==> config.mk <==
export PLATFORM = sky130hd
export DESIGN_NAME = telegram_scheduler
export DESIGN_NICKNAME = d
export VERILOG_FILES = /design/src/rtl/hil_sched_pkg.sv /design/src/rtl/telegram_scheduler_sched_timer.sv /design/src/rtl/telegram_scheduler.sv
export SDC_FILE = /design/constraint.sdc
export NUM_CORES = 1
export LEC_CHECK = 0
export ABC_AREA = 1
export CAP_MARGIN = 20
export CORE_ASPECT_RATIO = 0.75
export CORE_MARGIN = 2
export CORE_UTILIZATION = 30
export DETAILED_ROUTE_END_ITERATION = 16
export GPL_TIMING_DRIVEN = 1
export PLACE_DENSITY = 0.46
export REMOVE_ABC_BUFFERS = 1
export SLEW_MARGIN = 10
export SYNTH_ARGS = -nofsm -noshare
export SYNTH_HDL_FRONTEND = slang
export SYNTH_SLANG_ARGS = --single-unit
==> constraint.sdc <==
create_clock -name clk -period 5.6 [get_ports clk]
set_input_delay 0.56 -clock clk [delete_from_list [all_inputs] [get_ports clk]]
set_output_delay 0.56 -clock clk [all_outputs]
set_load 0.005 [all_outputs]
==> src/rtl/hil_sched_pkg.sv <==
// Shared types and constants for the telegram scheduler and its timers.
package hil_sched_pkg;

  typedef enum logic [2:0] {
    IDLE,
    LOAD,
    START,
    WAIT_DONE,
    GAP
  } state_e;

  localparam int unsigned TELE_W       = 8;
  localparam int unsigned NFC_SKIP_BIT = 6;
  localparam int unsigned FRAMES_W     = 16;
  localparam int unsigned REPS_W       = 8;

  function automatic int unsigned timer_width(input int unsigned a, input int unsigned b);
    return $clog2(((a > b) ? a : b) + 1);
  endfunction

  function automatic logic skips_nfc(input logic [TELE_W-1:0] tele);
    return tele[NFC_SKIP_BIT];
  endfunction

endpackage

==> src/rtl/telegram_scheduler_sched_timer.sv <==
// Loadable down-counter; done_o flags the last enabled cycle before reaching zero.
module sched_timer #(
  parameter int unsigned W = 16
) (
  input  logic         clk,
  input  logic         reset,
  input  logic         clr_i,
  input  logic         load_i,
  input  logic [W-1:0] load_val_i,
  input  logic         en_i,
  output logic         done_o
);

  logic [W-1:0] count_q, count_d;

  // An enabled counter sitting at zero reloads itself, which arms a free-running timer.
  always_comb begin
    count_d = count_q;
    if (clr_i) begin
      count_d = '0;
    end else if (load_i || (en_i && (count_q == '0))) begin
      count_d = load_val_i;
    end else if (en_i) begin
      count_d = count_q - W'(1);
    end
  end

  always_ff @(posedge clk or posedge reset) begin
    if (reset) begin
      count_q <= '0;
    end else begin
      count_q <= count_d;
    end
  end

  assign done_o = en_i && (count_q == W'(1));

endmodule

==> src/rtl/telegram_scheduler.sv <==
// Frame scheduler: arbitrates host and auto-repeat requests, sequences gen_start,
// repetitions, inter-frame gaps and per-frame timeout for the telegram generator.
module telegram_scheduler
  import hil_sched_pkg::*;
#(
  parameter int unsigned GAP_CYCLES     = 1000,
  parameter int unsigned TIMEOUT_CYCLES = 65535,
  parameter int unsigned PERIOD_W       = 16
) (
  input  logic                clk,
  input  logic                reset,
  input  logic                host_valid,
  output logic                host_ready,
  input  logic [TELE_W-1:0]   host_tele,
  input  logic [REPS_W-1:0]   host_reps,
  input  logic                auto_en,
  input  logic [TELE_W-1:0]   auto_tele,
  input  logic [PERIOD_W-1:0] auto_period,
  input  logic                abort,
  output logic                gen_start,
  output logic [TELE_W-1:0]   gen_tele,
  input  logic                gen_done,
  output logic                busy,
  output logic [FRAMES_W-1:0] frames_sent,
  output logic                timeout_err
);

  localparam int unsigned CW = timer_width(GAP_CYCLES, TIMEOUT_CYCLES);

  state_e              state_q, state_d;
  logic [TELE_W-1:0]   tele_q, tele_d;
  logic [TELE_W-1:0]   gen_tele_q, gen_tele_d;
  logic [REPS_W-1:0]   reps_q, reps_d;
  logic [FRAMES_W-1:0] frames_q, frames_d;
  logic                terr_q, terr_d;
  logic                abort_q, abort_d;
  logic                auto_pend_q, auto_pend_d;
  logic                gen_start_q, busy_q;

  logic                tmr_load, tmr_en, tmr_done;
  logic [CW-1:0]       tmr_val;
  logic                auto_run, auto_done, auto_take;

  // One counter serves both the timeout (WAIT_DONE) and the gap (GAP); each state loads it on entry.
  sched_timer #(.W(CW)) u_frame_timer (
    .clk        (clk),
    .reset      (reset),
    .clr_i      (1'b0),
    .load_i     (tmr_load),
    .load_val_i (tmr_val),
    .en_i       (tmr_en),
    .done_o     (tmr_done)
  );

  assign auto_run = auto_en && (auto_period != '0);

  sched_timer #(.W(PERIOD_W)) u_auto_timer (
    .clk        (clk),
    .reset      (reset),
    .clr_i      (!auto_run),
    .load_i     (auto_done),
    .load_val_i (auto_period),
    .en_i       (auto_run),
    .done_o     (auto_done)
  );

  assign tmr_en = (state_q == WAIT_DONE) || (state_q == GAP);

  always_comb begin
    state_d    = state_q;
    tele_d     = tele_q;
    gen_tele_d = gen_tele_q;
    reps_d     = reps_q;
    frames_d   = frames_q;
    terr_d     = terr_q;
    abort_d    = abort_q;
    tmr_load   = 1'b0;
    tmr_val    = '0;
    auto_take  = 1'b0;

    if ((state_q != IDLE) && abort) begin
      abort_d = 1'b1;
    end

    case (state_q)
      IDLE: begin
        if (host_valid) begin
          tele_d  = host_tele;
          reps_d  = (host_reps == '0) ? REPS_W'(1) : host_reps;
          terr_d  = 1'b0;
          state_d = LOAD;
        end else if (auto_pend_q) begin
          tele_d    = auto_tele;
          reps_d    = REPS_W'(1);
          auto_take = 1'b1;
          state_d   = LOAD;
        end
      end
      LOAD: begin
        gen_tele_d = tele_q;
        state_d    = START;
      end
      START: begin
        tmr_load = 1'b1;
        tmr_val  = CW'(TIMEOUT_CYCLES - 1);
        state_d  = WAIT_DONE;
      end
      WAIT_DONE: begin
        if (gen_done) begin
          frames_d = frames_q + FRAMES_W'(1);
          reps_d   = reps_q - REPS_W'(1);
          tmr_load = 1'b1;
          tmr_val  = CW'(GAP_CYCLES);
          state_d  = GAP;
        end else if (tmr_done) begin
          terr_d  = 1'b1;
          state_d = IDLE;
        end
      end
      GAP: begin
        if (tmr_done) begin
          state_d = ((reps_q != '0) && !(abort_q || abort)) ? START : IDLE;
        end
      end
      default: state_d = IDLE;
    endcase

    if (state_d == IDLE) begin
      abort_d = 1'b0;
    end
  end

  assign auto_pend_d = auto_en ? (auto_done || (auto_pend_q && !auto_take)) : 1'b0;

  always_ff @(posedge clk or posedge reset) begin
    if (reset) begin
      state_q     <= IDLE;
      tele_q      <= '0;
      gen_tele_q  <= '0;
      reps_q      <= '0;
      frames_q    <= '0;
      terr_q      <= 1'b0;
      abort_q     <= 1'b0;
      auto_pend_q <= 1'b0;
      gen_start_q <= 1'b0;
      busy_q      <= 1'b0;
    end else begin
      state_q     <= state_d;
      tele_q      <= tele_d;
      gen_tele_q  <= gen_tele_d;
      reps_q      <= reps_d;
      frames_q    <= frames_d;
      terr_q      <= terr_d;
      abort_q     <= abort_d;
      auto_pend_q <= auto_pend_d;
      gen_start_q <= (state_d == START);
      busy_q      <= (state_d != IDLE);
    end
  end

  assign host_ready  = (state_q == IDLE) && host_valid && !reset;
  assign gen_start   = gen_start_q;
  assign gen_tele    = gen_tele_q;
  assign busy        = busy_q;
  assign frames_sent = frames_q;
  assign timeout_err = terr_q;

endmodule

==> run metrics, run 1 <==
status=completed; drt pass-1 iters=5; initial drt markers=approximately 260; Final HPWL DP=8710 µm; Ys Warns=0; Ports=74; Die ar.=around 0.016 mm²; Die Wd=146 µm; Final min period=approximately 2800 ps; R2R cell count=7; Routed Antenna Nets=0; antenna diode count=0; CP startpoint kind=input port; clk sink count=80; antenna violations before repair=0; synth-to-layout area growth=26.9%; most common cell in the netlist=nand2_1; CTS Root Cell=clkbuf_16; Max-Cap Viols=0; synthesized instance count=580; Leak=2.63 nW; Core Region=0.0146 mm²; Post-route DRC=0; R2R Path Start=u_auto_timer.count_q[9]; Setup Fix Bufs, Post-CTS=0; Commonest cells post-synth=118 x nand2_1, 113 x nor2_1, 80 x dfrtp_1; Slew HR=a little under half; Initial Util=a little under a third; Post-CTS Hold Fix Bufs=0; top post-synthesis cells by area=dfrtp_1 44%, nand2_1 9.7%, nor2_1 9.3%; Max Freq=approximately 360 MHz; Max Slew Vio Count=0; Final setup viols=0; total CTS buffers=9; Yosys cell types=42; Crit path required time=approximately 5000 ps; #FFs+latches synth=80; number of synthesized flops with an enable pin=0; Hold Crit Depth=2; H-tree levels=3; CTS tree=built; overall die height=111 µm; Resized cells post-CTS=0; peak supply drop=approximately 0.15 mV; asr flop ratio synth=100%; WP data arrival=about 2200 ps; nets@finish=710; WL final=11600 µm; critical path class=in2out; hold crit path type=reg2reg; hold worst-path end=tele_q[5]; vias in the first global route=3752; Clock Pin Slew Worst Setup and Hold Paths=about 70 ps; PwrDens=approximately 480 mW/mm²; Clock Latency Late Sink=about 350 ps; tightest hold margin=485 ps; row count=38; R2R Path End=u_auto_timer.count_q[5]; Hold Crit Start=tele_q[5]; total grt overflow=0; RSZ-0062 raised after global routing=no; final worst path period share=50.0%; Avg WL per Cell=around 13 µm; critical path fanouts, max=13; dominant synthesized flop cell=dfrtp_1; Worst Clk Skew=6.22 ps; sequential element share of the synthesized area=44.0%; via count=slightly below 4000; RD Place Congestion=between 0.7 and 0.8; Final Hold Viols=0; post-synth top area cell=dfrtp_1; Synth Cell Area=between 0.004 and 0.005 mm²; first-pass GRT wire length=about 20000 µm; Sum Neg Setup Slack=0 ps; clk buf depth=2; Setup crit end kind=primary output; vias per cell=4.59; post-place setup slack=about 2800 ps; Worst-Margin Slew=about 800 ps; IO buf count=73; synthesized area per cell=~8 µm²; R2R Setup Slk=3330 ps; Yosys top cell area share=44.0%; largest net degree at the start of global routing=51; total track usage=between 15 and 20%; Worst Setup Slack, final=2800 ps; layout cells sized above 1=7.70%
through the flow:
stage	instances	util, %	power [W]	cell area (µm²)
after floorplan	572	-	0.00183	4500
final	862	39.4	0.00278	5770
after detailed placement	846	37.5	0.00224	5490
after global routing	862	39.4	0.00305	5770
after CTS	862	39.4	0.00282	5770
after global placement	846	37.5	0.00222	5490
worst max path at each step:
stage	startpoint	to	slack, ps	depth (start not counted)
6_report	host_valid	host_ready	2800	4
5_1_grt	host_valid	host_ready	2680	4
4_1_cts	host_valid	host_ready	2800	4
3_5_place_dp	host_valid	host_ready	2800	4
3_3_place_gp	host_valid	host_ready	2810	4
2_1_floorplan	reset	abort_q	2990	1
placed cells by master, fill, tap and decap left out, types with 2 or more instances in the layout:
cell / n
clkbuf_16: 9
nor2_4: 2
clkdlybuf4s50_1: 73
o211ai_1: 4
nor3_1: 11
mux2_2: 8
a211oi_1: 2
inv_1: 63
o21ai_1: 3
nand4_1: 7
nand2_4: 4
o21ai_0: 33
xor2_1: 18
nor2_1: 113
a21oi_2: 4
o31ai_1: 9
ha_1: 7
a22oi_1: 3
nand3_1: 29
nand3b_1: 2
dfrtp_1: 80
nand3_4: 2
inv_6: 3
clkinv_4: 2
nand2_1: 118
nor2_2: 4
xnor2_1: 12
inv_2: 3
a21oi_1: 16
per-layer routing:
layer | routed length (µm) | vias to the layer above | track usage, %
li1 | - | 2026 | -
met1 | 6350 | 1827 | 23.2
met2 | 4520 | 90 | 20.3
met3 | 637 | 10 | 4.67
met4 | 126 | 0 | 4.27
met5 | 0 | - | 0
layout make-up:
class | instances | area [µm²]
fillers | 1544 | 8880
multi-input cells | 424 | 2240
flip-flops and latches | 80 | 2000
repair buffers | 74 | 738
inverters | 68 | 259
well taps | 200 | 250
clock buffers | 10 | 229
clock inverters | 6 | 51.3
sequential cells by signal, indices dropped and copies added (netlist names):
signal	flops
gen_start	1
u_auto_timer.count_q	16
tele_q	8
u_frame_timer.count_q	16
gen_tele	8
timeout_err	1
frames_sent	16
auto_pend_q	1
busy	1
abort_q	1
reps_q	8
state_q	3
power by group:
| part | internal (W) | switching (W) | leakage, nW | total, W |
|---|---|---|---|---|
| Clock | 0.000307 | 0.000257 | 0.134 | 0.000564 |
| Sequential | 0.000790 | 0.000179 | 0.977 | 0.000969 |
| Combinational | 0.000508 | 0.000742 | 1.52 | 0.00125 |
critical path: stages:
cell	delay [ps]
clkdlybuf4s50_1	810
nand2_1	230
nor2_1	130
clkdlybuf4s50_1	510
kinds of logic (layout without fill, tap and decap cells):
kind of cell | count (synthesis) | count (layout) | synth area share (%)
compound gates | 80 | 80 | 10.5
xor+xnor | 30 | 30 | 5.78
fa+ha+maj | 7 | 7 | 1.93
buf+inv | 76 | 158 | 6.74
flops | 80 | 80 | 44.0
mux | 8 | 8 | 1.98
simple gates | 299 | 299 | 29.1
No activity file was read; power rests on OpenSTA's default activity.
==> run 2: changes to the inputs <==
Clock period 5.6 ns to 2.9 ns, I/O delays scaled along.
==> run 2 against run 1 <==
Effect of this change: total power grew 98%; count of clock-buffer cells in the layout shrank 1; utilization grew 0.45 points; routed wire length shrank 2.0%; critical path depth is the same; clock skew grew 3.1 ps; register-to-register slack lost 2500 ps; sequential power grew 93%; via count shrank 0.25%; sequential cell count is the same; final area grew 1.1%.
==> run metrics, run 2 (synthesis results as in run 1) <==
first-pass GRT wire length=18900 µm (was 19600 µm); clock share of power=21.6% (was 20.3%); Initial Util=31.0% (unchanged); Crit path required time=2610 ps (was 5040 ps); Pint=0.00322 W (was 0.00160 W); R2R Path Start=u_auto_timer.count_q[9] (unchanged); Clock Pin Slew Worst Setup and Hold Paths=70 ps (about the same); antenna diode count=0 (unchanged); FILL cells=1532 (was 1544); Resized cells post-CTS=0 (unchanged); drt pass-1 iters=4 (was 5); Critical Path Max Stage Delay=500 ps (was 810 ps); total CTS buffers=9 (unchanged); sw frac=41.7% (was 42.3%); Avg WL per Cell=13.2 µm (was 13.5 µm); CTS tree=built (unchanged); Final Hold Viols=0 (unchanged); RSZ-0062 raised after global routing=no (unchanged); Core Region=0.0146 mm² (unchanged); synth-to-layout area growth=28.3% (was 26.9%); hold crit path type=in2async (was reg2reg); CTS Root Cell=clkbuf_16 (unchanged); Worst Clk Skew=9.36 ps (was 6.22 ps); Final min period=2290 ps; total power=0.00552 W (was 0.00278 W); Final setup viols=0 (unchanged); buffers and inverters on the worst path=1 (was 2); most frequent cells in the layout=118 x nand2_1, 113 x nor2_1, 80 x dfrtp_1, 73 x clkdlybuf4s50_1, 63 x inv_1 (unchanged); status=completed (unchanged); vias in the first global route=3763 (was 3752); delay-heaviest family, CP=simple AND/OR/NAND/NOR gates (was buffers and inverters); Post-CTS Hold Fix Bufs=0 (unchanged); most common cell after layout, fill and taps aside=nand2_1 (unchanged); clk buf depth=2 (unchanged); IO buf count=73 (unchanged); Slew HR=66.9% (was 46.4%); Max Freq=436 MHz; PwrDens=946 mW/mm² (was 482 mW/mm²); Max Slew Vio Count=0 (unchanged); share of power burned in registers=33.8% (was 34.8%); crit-path cells=nor3_1 -> nand2_1 -> nor2_1 -> clkdlybuf4s50_1 (was clkdlybuf4s50_1 -> nand2_1 -> nor2_1 -> clkdlybuf4s50_1); Ports=74 (unchanged); Routed Antenna Nets=0 (unchanged); RD Place Congestion=0.800 (was 0.796); layout cells sized above 1=8.27% (was 7.70%); overall die height=111 µm (unchanged); Slowest-stage cell, CP=clkdlybuf4s50_1 (unchanged); Clock Latency Late Sink=340 ps (was 350 ps); peak supply drop=0.379 mV (was 0.151 mV); via count=3943 (was 3953); Max-Cap Viols=0 (unchanged); CP Launch Point=state_q[0] (was host_valid); Die ar.=0.0162 mm² (unchanged); total track usage=14.3% (was 15.2%); largest net degree at the start of global routing=55 (was 51); nets@finish=713 (was 710); Setup Fix Bufs, Post-CTS=0 (unchanged); Layout Utilization=39.8% (was 39.4%); initial drt markers=233 (was 264); Setup crit end kind=primary output (unchanged); WL final=11400 µm (was 11600 µm); Die Wd=146 µm (unchanged); vias per cell=4.56 (was 4.59); row count=38 (unchanged); critical path fanouts, max=6 (was 13); Post-route DRC=0 (unchanged); final worst path period share=79.0%; Worst-Margin Slew=495 ps (was 804 ps); Final HPWL DP=8660 µm (was 8710 µm); P_sw=0.00230 W (was 0.00118 W); Leak=2.67 nW (was 2.63 nW); Comb power frac=44.6% (was 44.9%); CP startpoint kind=flip-flop (was input port); H-tree levels=3 (unchanged); Sum Neg Setup Slack=0 ps (unchanged); total grt overflow=0 (unchanged); antenna violations before repair=0 (unchanged); WP data arrival=2000 ps (was 2240 ps); critical path class=reg2out (was in2out); clk sink count=80 (unchanged)
run 2: changes by cell type in the layout (fill, tap and decap cells not counted), sizes merged:
cell / before / now
clkinv: 3 / 1
bufinv: 0 / 1
buf: 1 / 4
inv: 70 / 72
clkbuf: 10 / 9
run 2: path summary, 6_finish.rpt:
path	depth (start not counted)	endpoint	slack [ps]
worst min register to register	2	tele_q[6]	480
worst max register to register	7	u_auto_timer.count_q[5]	880
worst min-delay path	2	reps_q[5]	320
max in group asynchronous	3	u_auto_timer.count_q[9]	1930
worst max-delay path	4	host_ready	610
min in group clk	2	tele_q[6]	480
run 2: through the flow:
stage               instance area, µm²  instances  hold slack, ps  worst slack, ps
floorplan                         4500        572             387              558
global placement                  5520        849             471              957
detailed placement                5520        849             471              932
CTS                               5830        865             339              579
global route                      5830        865             369              465
finish                            5830        865             321              608
run 2: cell type report:
type | count | area (µm²) | area share [%]
flip-flops and latches | 80 | 2000 | 34.3
well taps | 200 | 250 | 4.29
clock inverters | 7 | 86.3 | 1.48
repair buffers | 77 | 773 | 13.3
inverters | 68 | 259 | 4.44
multi-input cells | 424 | 2240 | 38.4
clock buffers | 9 | 225 | 3.86
run 2: power groups by stage:
stage	logic [W]	clock network (W)	registers, W
after floorplan	0.00173	0	0.00180
after global placement	0.00244	0	0.00188
after detailed placement	0.00247	0	0.00188
after CTS	0.00249	0.00123	0.00187
after global routing	0.00280	0.00128	0.00192
final	0.00246	0.00119	0.00187
run 2: worst reg2reg max path, cell delays in order (launching register included):
cell,delay (ps)
dfrtp_1,400
nor2_1,290
nand2_1,90
nor2_1,230
nand2_1,300
nor2_2,330
inv_1,140
o21ai_0,170
run 2: per-layer routing:
layer	GRT usage, %	routed length [µm]
met1	21.6	6140
met2	20.4	4660
met3	3.88	516
met4	3.11	75
met5	0	0
